**src/rtl/calc_sequencer.sv**
```systemverilog
// calc_sequencer: runs a short program from on-chip memory through the 4-bit
// register/ALU calculator, one operation per clock. When the last instruction
// has executed, its destination register is read back as the result. The
// calculator's register file writes on every falling edge, so this block drives
// a value-preserving NOP whenever it is not executing an instruction.
`timescale 1ns/1ps

module calc_sequencer #(
    parameter int DEPTH = 8,
    parameter int AW    = 3
) (
    input  logic          clk,
    input  logic          reset,
    input  logic          start,
    input  logic [AW-1:0] last_pc,
    input  logic          prog_we,
    input  logic [AW-1:0] prog_addr,
    input  logic [10:0]   prog_data,
    input  logic [3:0]    calc_rd_data,
    output logic [1:0]    calc_rd_addr,
    output logic [3:0]    calc_immediate,
    output logic [1:0]    calc_we_addr,
    output logic [2:0]    calc_control,
    output logic          busy,
    output logic          done,
    output logic [3:0]    result,
    output logic [AW-1:0] pc
);

    typedef enum logic [1:0] {
        S_IDLE  = 2'd0,
        S_RUN   = 2'd1,
        S_DRAIN = 2'd2
    } state_t;

    // r0 <= r0 | 0 : rewrites r0 with its own value
    localparam logic [2:0] CTL_OR = 3'b001;

    state_t        state_q, state_d;
    logic [AW-1:0] pc_q, pc_d;
    logic [AW-1:0] lp_q, lp_d;
    logic [1:0]    dst_q, dst_d;
    logic [3:0]    result_q, result_d;
    logic          done_q, done_d;

    logic [10:0]   mem [DEPTH];
    logic [10:0]   instr;

    // Instruction word: {control[2:0], we_addr[1:0], rd_addr[1:0], imm[3:0]}
    assign instr = mem[pc_q];

    // Program memory: host writes are accepted only while idle
    // NOTE: the memory has no reset branch on purpose; the program survives
    // reset, and a reset-free array maps onto plain RAM instead of flops.
    always_ff @(posedge clk) begin
        if (!reset && prog_we && state_q == S_IDLE) begin
            mem[prog_addr] <= prog_data;
        end
    end

    // Control state register with synchronous reset
    // NOTE: sequential state is assigned with <= so every flop samples the
    // pre-edge values, independent of statement order.
    always_ff @(posedge clk) begin
        if (reset) begin
            state_q  <= S_IDLE;
            pc_q     <= '0;
            lp_q     <= '0;
            dst_q    <= '0;
            result_q <= '0;
            done_q   <= 1'b0;
        end else begin
            state_q  <= state_d;
            pc_q     <= pc_d;
            lp_q     <= lp_d;
            dst_q    <= dst_d;
            result_q <= result_d;
            done_q   <= done_d;
        end
    end

    // Next-state logic: idle -> run program 0..lp -> one drain cycle to read back
    // NOTE: every variable gets a default before the case so no path leaves
    // one unassigned, which would otherwise infer a latch.
    always_comb begin
        state_d  = state_q;
        pc_d     = pc_q;
        lp_d     = lp_q;
        dst_d    = dst_q;
        result_d = result_q;
        done_d   = 1'b0;
        case (state_q)
            S_IDLE: begin
                if (start) begin
                    lp_d    = last_pc;
                    pc_d    = '0;
                    state_d = S_RUN;
                end
            end
            S_RUN: begin
                if (pc_q == lp_q) begin
                    dst_d   = instr[7:6];
                    state_d = S_DRAIN;
                end else begin
                    pc_d = pc_q + AW'(1);
                end
            end
            S_DRAIN: begin
                result_d = calc_rd_data;
                done_d   = 1'b1;
                pc_d     = '0;
                state_d  = S_IDLE;
            end
            default: state_d = S_IDLE;
        endcase
    end

    // Calculator drive: NOP when idle, instruction fields when running,
    // and a same-value rewrite of the destination while draining
    always_comb begin
        calc_rd_addr   = 2'd0;
        calc_we_addr   = 2'd0;
        calc_immediate = 4'd0;
        calc_control   = CTL_OR;
        case (state_q)
            S_RUN: begin
                calc_control   = instr[10:8];
                calc_we_addr   = instr[7:6];
                calc_rd_addr   = instr[5:4];
                calc_immediate = instr[3:0];
            end
            S_DRAIN: begin
                calc_rd_addr = dst_q;
                calc_we_addr = dst_q;
            end
            default: ;
        endcase
    end

    assign busy   = (state_q != S_IDLE);
    assign done   = done_q;
    assign result = result_q;
    assign pc     = pc_q;

endmodule
```
**config.mk**
```make
export PLATFORM = sky130hd
export DESIGN_NAME = calc_sequencer
export DESIGN_NICKNAME = d
export VERILOG_FILES = /design/src/rtl/calc_sequencer.sv
export SDC_FILE = /design/constraint.sdc
export NUM_CORES = 1
export LEC_CHECK = 0
export ABC_AREA = 1
export BUFFER_PORTS_ARGS = -buffer_cell sky130_fd_sc_hd__buf_2
export CORE_MARGIN = 5
export CORE_UTILIZATION = 32
export CTS_BUF_LIST = sky130_fd_sc_hd__clkbuf_16
export CTS_CLUSTER_SIZE = 16
export DETAILED_ROUTE_END_ITERATION = 6
export PLACE_DENSITY = 0.49
export SYNTH_ARGS = -nofsm -noshare
export SYNTH_HDL_FRONTEND = slang
export SYNTH_SLANG_ARGS = --single-unit
```
**constraint.sdc**
```tcl
create_clock -name clk -period 2.1 [get_ports clk]
set_input_delay 0.315 -clock clk [delete_from_list [all_inputs] [get_ports clk]]
set_output_delay 0.315 -clock clk [all_outputs]
set_load 0.03 [all_outputs]
```
==> results of run 1 <==
==> synthesized netlist by cell type (all sizes together) <==
cell type / number / area share
a21oi: 17 / 0.019
a31oi: 6 / 0.0086
buf: 14 / 0.024
clkbuf: 4 / 0.0037
dfxtp: 18 / 0.082
edfxtp: 88 / 0.60
ha: 6 / 0.017
inv: 20 / 0.017
nand2: 70 / 0.060
nand3: 30 / 0.034
nand4: 3 / 0.0043
nor2: 90 / 0.077
o21ai: 40 / 0.046
or2: 1 / 0.0014
xnor2: 1 / 0.0020
==> worst reg2reg max path: cells and delay by family (launching register included) <==
family                   cells  cell delay [ns]
AO/OA/AOI/OAI                2             0.62
adder cells (fa/ha/maj)      1             0.22
buffers and inverters        2             0.25
flip-flops                   1             0.38
AND/OR/NAND/NOR              1             0.19
==> final timing paths <==
path,endpoint,startpoint,cells after the start
worst max register to register,register,state_q[0]$_SDFFE_PP0P_,6
worst min-delay path,result[2]$_SDFFE_PP0N_,calc_rd_data[2],3
worst max-delay path,calc_we_addr[0],register,9
worst min register to register,lp_q[0]$_SDFFE_PP0P_,lp_q[0]$_SDFFE_PP0P_,2
==> what timing repair did <==
| action | CTS | global route |
|---|---|---|
| resized for setup | 2 | 41 |
| cloned | 0 | 1 |
| setup endpoints to repair | 9 | 10 |
==> routing by layer <==
| layer | up-vias | track usage | share of wire |
|---|---|---|---|
| met5 | - | 0 | 0.0013 |
| met4 | 2 | 0.0366 | 0.012 |
| met3 | 14 | 0.0309 | 0.040 |
| met1 | 1459 | 0.164 | 0.48 |
| met2 | 57 | 0.214 | 0.47 |
| li1 | 1506 | - | - |
==> final cells by class <==
| class | count | area share |
|---|---|---|
| sequential | 106 | 0.571 |
| multi-input combinational | 264 | 0.232 |
| clock inverter | 7 | 0.00855 |
| tap | 176 | 0.0418 |
| clock buffer | 9 | 0.0427 |
| inverter | 20 | 0.0152 |
| timing repair buffer | 63 | 0.0890 |
==> metrics by stage <==
stage / setup slack (ns) / setup TNS [ns] / hold WS (ns) / cells
4_1_cts: -0.0427 / -0.186 / 0.193 / 644
3_3_place_gp: 0.338 / 0 / 0.462 / 628
2_1_floorplan: 0.261 / 0 / 0.414 / 408
6_report: 0.0838 / 0 / 0.202 / 645
5_1_grt: -0.0317 / -0.0938 / 0.210 / 645
3_5_place_dp: 0.299 / 0 / 0.463 / 628
==> sequential cells by signal, summed over array words and instances, names as in the netlist, named ones only <==
register	cells
mem	88
result	4
lp_q	3
pc	3
dst_q	2
state_q	2
done	1
==> logic make-up (layout without fill, tap and decap cells) <==
kind of cell	after synthesis	after routing	synth area share
xor gates and xnor gates	1	1	0.00200
buffers and inverters	38	99	0.0451
and+or+nand+nor	194	194	0.177
AOI/OAI and AO/OA	63	63	0.0737
adders and majority gates	6	6	0.0171
DFF	106	106	0.685
==> report_power, final <==
part,total [W],internal [W],switching (W)
registers,0.00243,0.00237,0.0000615
logic,0.00118,0.000401,0.000775
clock network,0.00154,0.000804,0.000732
==> metrics.txt, run 1 <==
status=finished, final reports clean; Ports=45; type of origin of the critical path=register; Synth cell types=20; final number of setup-violating endpoints=0; Setup Fix Bufs, Post-CTS=0; PortBufs=44; Req. time, crit path=1.78 ns; Worst Max-Slew Pin Slew=0.415 ns; Slew HR=0.723; Overflow after GRT=0; clk slew on worst S/H paths=0.07 ns; first-pass GRT wire length=15700 µm; final hold vios=0; slowest CP cell=dfxtp_4; FF+latch area=3010 µm²; post-synthesis register bit count=106; CTS tree=yes; # hold bufs at CTS=0; MaxCap Viol Count=0; GRT Total Usage=0.127; Max Fanout on Critical Path=18; peak supply drop=0.458 mV; PD cells=976 nW/µm²; Warnings, synthesis=0; htree depth=3; CP Cell Sequence=inv_2 -> buf_12 -> nand2_1 -> nand2_1 -> nand2_1 -> nand3_1 -> nand3_1 -> a21oi_2 -> buf_6; multi-input logic area=1220 µm²; CP bufs+invs=3; RSZ-0062 raised after global routing=yes; Final Util=0.395; cell area after layout=5270 µm²; dpl cell area=4850 µm²; ANT cells=0; initial antenna violation count=1; sequential area share after synthesis=0.685; HPWL Detailed=6200 µm; drt pass-1 iters=4; highest-count cells in the layout ignoring fill and taps=nor2_1 (90), edfxtp_1 (88), nand2_1 (70), buf_2 (36), o21ai_0 (33); synthesized area=4380 µm²; drt total wl=10100 µm; placement row count=42; Die Y=127 µm; Layout area overhead=20.2%; Arrival @ worst endpoint=1.70 ns; Post-Syn Nets=439; vias in the first global route=2877; die width=127 µm; Final ANT Viol Nets=0; vias per cell=4.71; Hold WC Path Type=primary input to register; clk_lat worst skew=0.34 ns; DIE AREA=16100 µm²; Setup Crit Path Kind=register to primary output; most numerous cell on the critical path=nand2_1; final period demand of the worst path=2.02 ns; Synth Instances=408; Num CTS Buffers=9; Worst Setup End Kind=primary output; Fmax=0.496 GHz; Core Footprint=13300 µm²; Crit path max-delay family=buffers and inverters; largest net degree at the start of global routing=27; share of layout cells above drive strength 1=0.196; Routed WL per cell=15.7 µm; number of DRC markers in iteration 0=156; GPL Wtd Cong=0.761; Starting Density=0.328; Syn Area/Cell=10.7 µm²; Slew Limit Fails=0; nets=495; DRC=0; commonest non-fill, non-tap cell in the layout=nor2_1; Tcrit/Tclk final=0.960; P_leak=2.00 nW; R2R Setup Slk=0.34 ns; Via Count=3038; clock tree buffer depth=2; CP peak stage delay=0.38 ns; filler cell count=1318; final clock skew=0.00495 ns; Clock Sinks=106; Tot Pwr=0.00514 W; CTS Root Cell=clkbuf_16
Power figures use the tool's default switching activity.
==> run 2, diff against run 1 <==
--- a/config.mk
+++ b/config.mk
@@ -7,7 +7,7 @@
 export LEC_CHECK = 0
 export ABC_AREA = 1
 export BUFFER_PORTS_ARGS = -buffer_cell sky130_fd_sc_hd__buf_2
-export CORE_MARGIN = 5
+export CORE_MARGIN = 3
 export CORE_UTILIZATION = 32
 export CTS_BUF_LIST = sky130_fd_sc_hd__clkbuf_16
 export CTS_CLUSTER_SIZE = 16
==> metrics.txt, run 2 (synthesized netlist as in run 1, its figures left out) <==
Clock Sinks=106 (unchanged); Final Util=0.397 (+0.00184); number of DRC markers in iteration 0=218 (+40%); Max Fanout on Critical Path=20 (+2); Setup Crit Path Kind=register to primary output; first-pass GRT wire length=16200 µm (+3.6%); RSZ-0062 raised after global routing=yes; Routed WL per cell=15.9 µm (+1.4%); initial antenna violation count=0 (-1); CTS Root Cell=clkbuf_16; hold path start=calc_rd_data[2]; Worst Max-Slew Pin Slew=0.359 ns (-0.0557 ns); die width=123 µm (-3.1%); share of layout cells above drive strength 1=0.200 (+0.00384); ANT cells=0 (unchanged); placement row count=42 (unchanged); worst r2r src=state_q[0]$_SDFFE_PP0P_; slowest CP cell=dfxtp_4; GPL Wtd Cong=0.788 (+3.4%); Crit path max-delay family=flip-flops; Worst Setup End Kind=primary output; peak supply drop=0.507 mV (+11%); Largest Register=mem; final period demand of the worst path=2.05 ns (+0.0314 ns); final number of setup-violating endpoints=0 (unchanged); Arrival @ worst endpoint=1.73 ns (+0.03 ns); Req. time, crit path=1.78 ns (about the same); clk_lat worst skew=0.34 ns (about the same); filler cell count=1283 (-2.7%); vias in the first global route=3023 (+5.1%); Starting Density=0.330 (+0.00130); GRT Total Usage=0.145 (+0.0181); clock tree buffer depth=2 (unchanged); Final ANT Viol Nets=0 (unchanged); CP Cell Sequence=buf_12 -> nor2_1 -> nor2_1 -> o21ai_1 -> nand3_1 -> nand2_1 -> a31oi_1 -> buf_4; most numerous cell on the critical path=nor2_1; Via Count=3111 (+2.4%); commonest non-fill, non-tap cell in the layout=nor2_1; vias per cell=4.78 (+1.5%); P_leak=2.02 nW (+0.94%); final hold vios=0 (unchanged); final clock skew=0.00853 ns (+0.00359 ns); clk slew on worst S/H paths=0.07 ns (about the same); Tot Pwr=0.00525 W (+2.2%); CP peak stage delay=0.40 ns (+0.02 ns); Tcrit/Tclk final=0.975 (+0.0150); type of origin of the critical path=register; drt total wl=10400 µm (+2.3%); DRC=0 (unchanged); largest net degree at the start of global routing=27 (unchanged); CP bufs+invs=2 (-1); Die Y=123 µm (-3.1%); HPWL Detailed=6840 µm (+10%); Slew Limit Fails=0 (unchanged); Core Footprint=13300 µm² (-0.39%); status=finished, final reports clean; MaxCap Viol Count=0 (unchanged); Ports=45 (unchanged); PortBufs=44 (unchanged); Setup Fix Bufs, Post-CTS=0 (unchanged); Layout area overhead=20.3% (about the same); nets=501 (+1.2%); Fmax=0.488 GHz (-1.5%); Slew HR=0.758 (+0.0346); number of flip-flops in the largest register=88 (unchanged); Num CTS Buffers=9 (unchanged); Overflow after GRT=0 (unchanged); CTS tree=yes; Hold WC Path Type=primary input to register; drt pass-1 iters=4 (unchanged); htree depth=3 (unchanged); highest-count cells in the layout ignoring fill and taps=nor2_1 (89), edfxtp_1 (88), nand2_1 (70), buf_2 (36), o21ai_0 (32); PD cells=996 nW/µm² (+2.1%); DIE AREA=15100 µm² (-6.2%)
==> run 2: routing by layer <==
metal,share of wire,GRT usage
met4,0.010,0.0388
met3,0.077,0.0499
met5,0,0
met2,0.47,0.238
met1,0.44,0.185
==> run 2: worst paths after layout <==
check | end | slack [ns] | depth (start not counted)
max | calc_immediate[2] | 0.05 | 8
min | result[2]$_SDFFE_PP0N_ | 0.20 | 3
max reg2reg | mem[5][6]$_DFFE_PP_ | 0.16 | 7
min reg2reg | lp_q[0]$_SDFFE_PP0P_ | 0.48 | 2
==> run 2: worst min-delay path, delay by kind of cell <==
family                 cells  cell delay (ns)
AND/OR/NAND/NOR            2             0.11
buffers and inverters      1             0.08
==> run 2: what timing repair did <==
action                                  4_1_cts  5_1_grt
gates resized for setup                      10       24
endpoints found under the setup margin        8       49
hold buffers                                  0        0
==> run 2: area by class of cell <==
type                       instances  area [µm²]  area share
tap                              176         220      0.0418
timing repair buffer              69         464      0.0880
clock buffer                       9         225      0.0427
sequential                       106        3010       0.570
clock inverter                     7        75.1      0.0142
multi-input combinational        264        1200       0.228
inverter                          20        80.1      0.0152
==> run 2: power by group <==
part,internal [W],switching (W)
logic,0.000361,0.000760
registers,0.00237,0.0000562
clock network,0.000938,0.000769
==> run 2: metrics by stage <==
step                      setup slack (ns)  TNS [ns]  instance area (µm²)  cells  hold slack [ns]
after floorplan                      0.261         0                 4380    408            0.414
after global placement               0.151         0                 4890    635            0.455
after detailed placement             0.140         0                 4890    635            0.472
after CTS                           0.0266         0                 5220    651            0.189
after global routing               -0.0253   -0.0624                 5270    651            0.218
final                               0.0524         0                 5270    651            0.202
==> run 3, diff against run 2 <==
--- a/config.mk
+++ b/config.mk
@@ -5,14 +5,14 @@
 export SDC_FILE = /design/constraint.sdc
 export NUM_CORES = 1
 export LEC_CHECK = 0
-export ABC_AREA = 1
+export ABC_AREA = 0
 export BUFFER_PORTS_ARGS = -buffer_cell sky130_fd_sc_hd__buf_2
 export CORE_MARGIN = 3
-export CORE_UTILIZATION = 32
+export CORE_UTILIZATION = 33
 export CTS_BUF_LIST = sky130_fd_sc_hd__clkbuf_16
 export CTS_CLUSTER_SIZE = 16
 export DETAILED_ROUTE_END_ITERATION = 6
-export PLACE_DENSITY = 0.49
+export PLACE_DENSITY = 0.5
 export SYNTH_ARGS = -nofsm -noshare
 export SYNTH_HDL_FRONTEND = slang
 export SYNTH_SLANG_ARGS = --single-unit
==> metrics.txt, run 3 <==
share of the synthesized area in the top cell type=0.616 (+0.0134); cell area after layout=5310 µm² (+0.74%); CTS tree=yes; clk slew on worst S/H paths=0.07 ns (about the same); vias in the first global route=2454 (-19%); Die Y=120 µm (-2.5%); dpl cell area=4810 µm² (-1.6%); Slew Limit Fails=0 (unchanged); final period demand of the worst path=2.23 ns (+0.180 ns); synth top area cells=edfxtp_1 (62%), mux4_2 (11%), dfxtp_1 (8.4%), mux2i_1 (4.2%), ha_1 (1.8%); number of flip-flops in the largest register=88 (unchanged); Ports=45 (unchanged); Arrival @ worst endpoint=1.91 ns (+0.18 ns); Crit path max-delay family=multiplexers; GPL Wtd Cong=0.738 (-6.3%); Setup Crit Path Kind=register to primary output; largest net degree at the start of global routing=23 (-15%); synthesized area=4290 µm² (-2.2%); Synth cell types=34 (+70%); initial antenna violation count=0 (unchanged); Post-synth ARST share=0 (unchanged); placement row count=41 (-2.4%); Primary FF master, synth=edfxtp_1; type of origin of the critical path=register; PD cells=996 nW/µm² (about the same); Tcrit/Tclk final=1.06 (+0.0857); Syn Area/Cell=16.9 µm² (+58%); Max Fanout on Critical Path=8 (-60%); Synth top cells by count=edfxtp_1 (88), mux4_2 (20), dfxtp_1 (18), mux2i_1 (18), nand2_1 (15); sequential area share after synthesis=0.700 (+0.0152); R2R depth=7 (unchanged); share of layout cells above drive strength 1=0.357 (+0.157); Synth Instances=253 (-38%); CP peak stage delay=0.51 ns (+0.11 ns); # hold bufs at CTS=0 (unchanged); RSZ-0062 raised after global routing=yes; DRC=0 (unchanged); clock tree buffer depth=2 (unchanged); Warnings, synthesis=0 (unchanged); Worst Max-Slew Pin Slew=0.463 ns (+0.103 ns); CTS Root Cell=clkbuf_16; Fmax=0.449 GHz (-8.1%); Routed WL per cell=18.0 µm (+13%); hold path depth=3 (unchanged); top-count cell post-synth=edfxtp_1; CP bufs+invs=3 (+1); Synth area leader=edfxtp_1; Placement Setup Slack=0.0980 ns (-0.0422 ns); clk_lat worst skew=0.34 ns (about the same); ANT cells=0 (unchanged); first-pass GRT wire length=14000 µm (-14%); failing checks=setup timing; highest-count cells in the layout ignoring fill and taps=edfxtp_1 (88), buf_2 (33), buf_4 (24), mux4_2 (20), dfxtp_1 (17); Req. time, crit path=1.78 ns (about the same); vias per cell=4.82 (+0.92%); commonest non-fill, non-tap cell in the layout=edfxtp_1; EDFF count, synth=88 (unchanged); final hold vios=0 (unchanged); Layout area overhead=23.9%; htree depth=3 (unchanged); slowest CP cell=mux4_2; final number of setup-violating endpoints=10 (+10); Num CTS Buffers=9 (unchanged); Hold WC Path Type=primary input to register; PortBufs=44 (unchanged); CP Cell Sequence=buf_12 -> buf_4 -> mux4_2 -> mux2i_4 -> o21ai_2 -> buf_6; DIE AREA=14400 µm² (-4.9%); P_leak=1.79 nW (-12%); drt total wl=8920 µm (-14%); peak supply drop=0.415 mV (-18%); HPWL Detailed=5480 µm (-20%); status=finished with violations; Worst Setup End Kind=primary output; nets=351 (-30%); Starting Density=0.338 (+0.00874); Hold WS=0.213 ns (+0.0117 ns); MaxCap Viol Count=0 (unchanged); number of DRC markers in iteration 0=86 (-61%); GRT Total Usage=0.132 (-0.0134); Largest Register=mem; Core Footprint=12700 µm² (-4.7%); post-synthesis register bit count=106 (unchanged); die width=120 µm (-2.5%); final clock skew=0.00329 ns (-0.00524 ns); CP Depth=6 (-2); Post-Syn Nets=284 (-35%); Overflow after GRT=0 (unchanged); drt pass-1 iters=4 (unchanged); Final WS setup=-0.128 ns (-0.180 ns); Final ANT Viol Nets=0 (unchanged); Clock Sinks=106 (unchanged); Slew HR=0.692 (-0.0664); Via Count=2397 (-23%)
## run 3: what timing repair did
action / CTS / global route
resized for setup: 29 / 6
endpoints found under the setup margin: 11 / 11
pin swaps: 3 / 2
setup buffers: 5 / 4
cloned: 1 / 0
## run 3: final cells by class
cell class                 instances  area [µm²]
tap                              172         215
fill                            1153        7360
clock buffer                       9         225
inverter                           4        15.0
multi-input combinational        130        1240
timing repair buffer              69         531
sequential                       106        3010
clock inverter                     7        75.1
## run 3: kinds of logic (layout without fill, tap and decap cells)
| kind of cell | after synthesis | count (layout) | share of synthesized area |
|---|---|---|---|
| flops | 106 | 106 | 0.700 |
| simple gates | 63 | 63 | 0.0730 |
| mux | 38 | 38 | 0.147 |
| compound gates | 20 | 20 | 0.0341 |
| buf+inv | 17 | 89 | 0.0219 |
| fa+ha+maj | 6 | 6 | 0.0175 |
| xor+xnor | 3 | 3 | 0.00613 |
## run 3: metrics by stage
step / power, W / std cells / util / TNS (ns)
4_1_cts: 0.00534 / 494 / 0.417 / -1.23
2_1_floorplan: 0.00319 / 253 / - / 0
5_1_grt: 0.00554 / 497 / 0.419 / -1.57
6_report: 0.00529 / 497 / 0.419 / -0.729
3_3_place_gp: 0.00353 / 472 / 0.380 / 0
3_5_place_dp: 0.00353 / 472 / 0.380 / 0
## run 3: where the power goes
| part | total [W] | internal (W) | leakage, nW | switching (W) |
|---|---|---|---|---|
| combinational | 0.00119 | 0.000506 | 0.698 | 0.000683 |
| sequential | 0.00243 | 0.00237 | 0.941 | 0.0000584 |
| clock | 0.00167 | 0.000935 | 0.151 | 0.000738 |
## run 3: layer usage
metal | vias to the layer above | wire length [µm] | track usage | share of wire
met5 | - | 0 | 0 | 0
met4 | 0 | 146 | 0.0472 | 0.016
met3 | 11 | 277 | 0.0297 | 0.031
met2 | 37 | 4390 | 0.208 | 0.49
met1 | 1222 | 4100 | 0.180 | 0.46
li1 | 1127 | - | - | -
## run 3: worst paths after layout
check                  startpoint                      to  slack (ns)
min               calc_rd_data[1]  result[1]$_SDFFE_PP0N_        0.21
min reg2reg  lp_q[2]$_SDFFE_PP0P_    lp_q[2]$_SDFFE_PP0P_        0.47
max reg2reg              register   dst_q[1]$_SDFFE_PP0P_        0.30
max                      register         calc_we_addr[1]       -0.13
## run 3: worst register-to-register path, stage by stage, from the launching register on
cell and delay (ns):
dfxtp_4 0.37, buf_12 0.14, buf_4 0.11, mux4_2 0.51, mux2i_4 0.20, buf_4 0.14, nor3_1 0.04, a31o_1 0.19
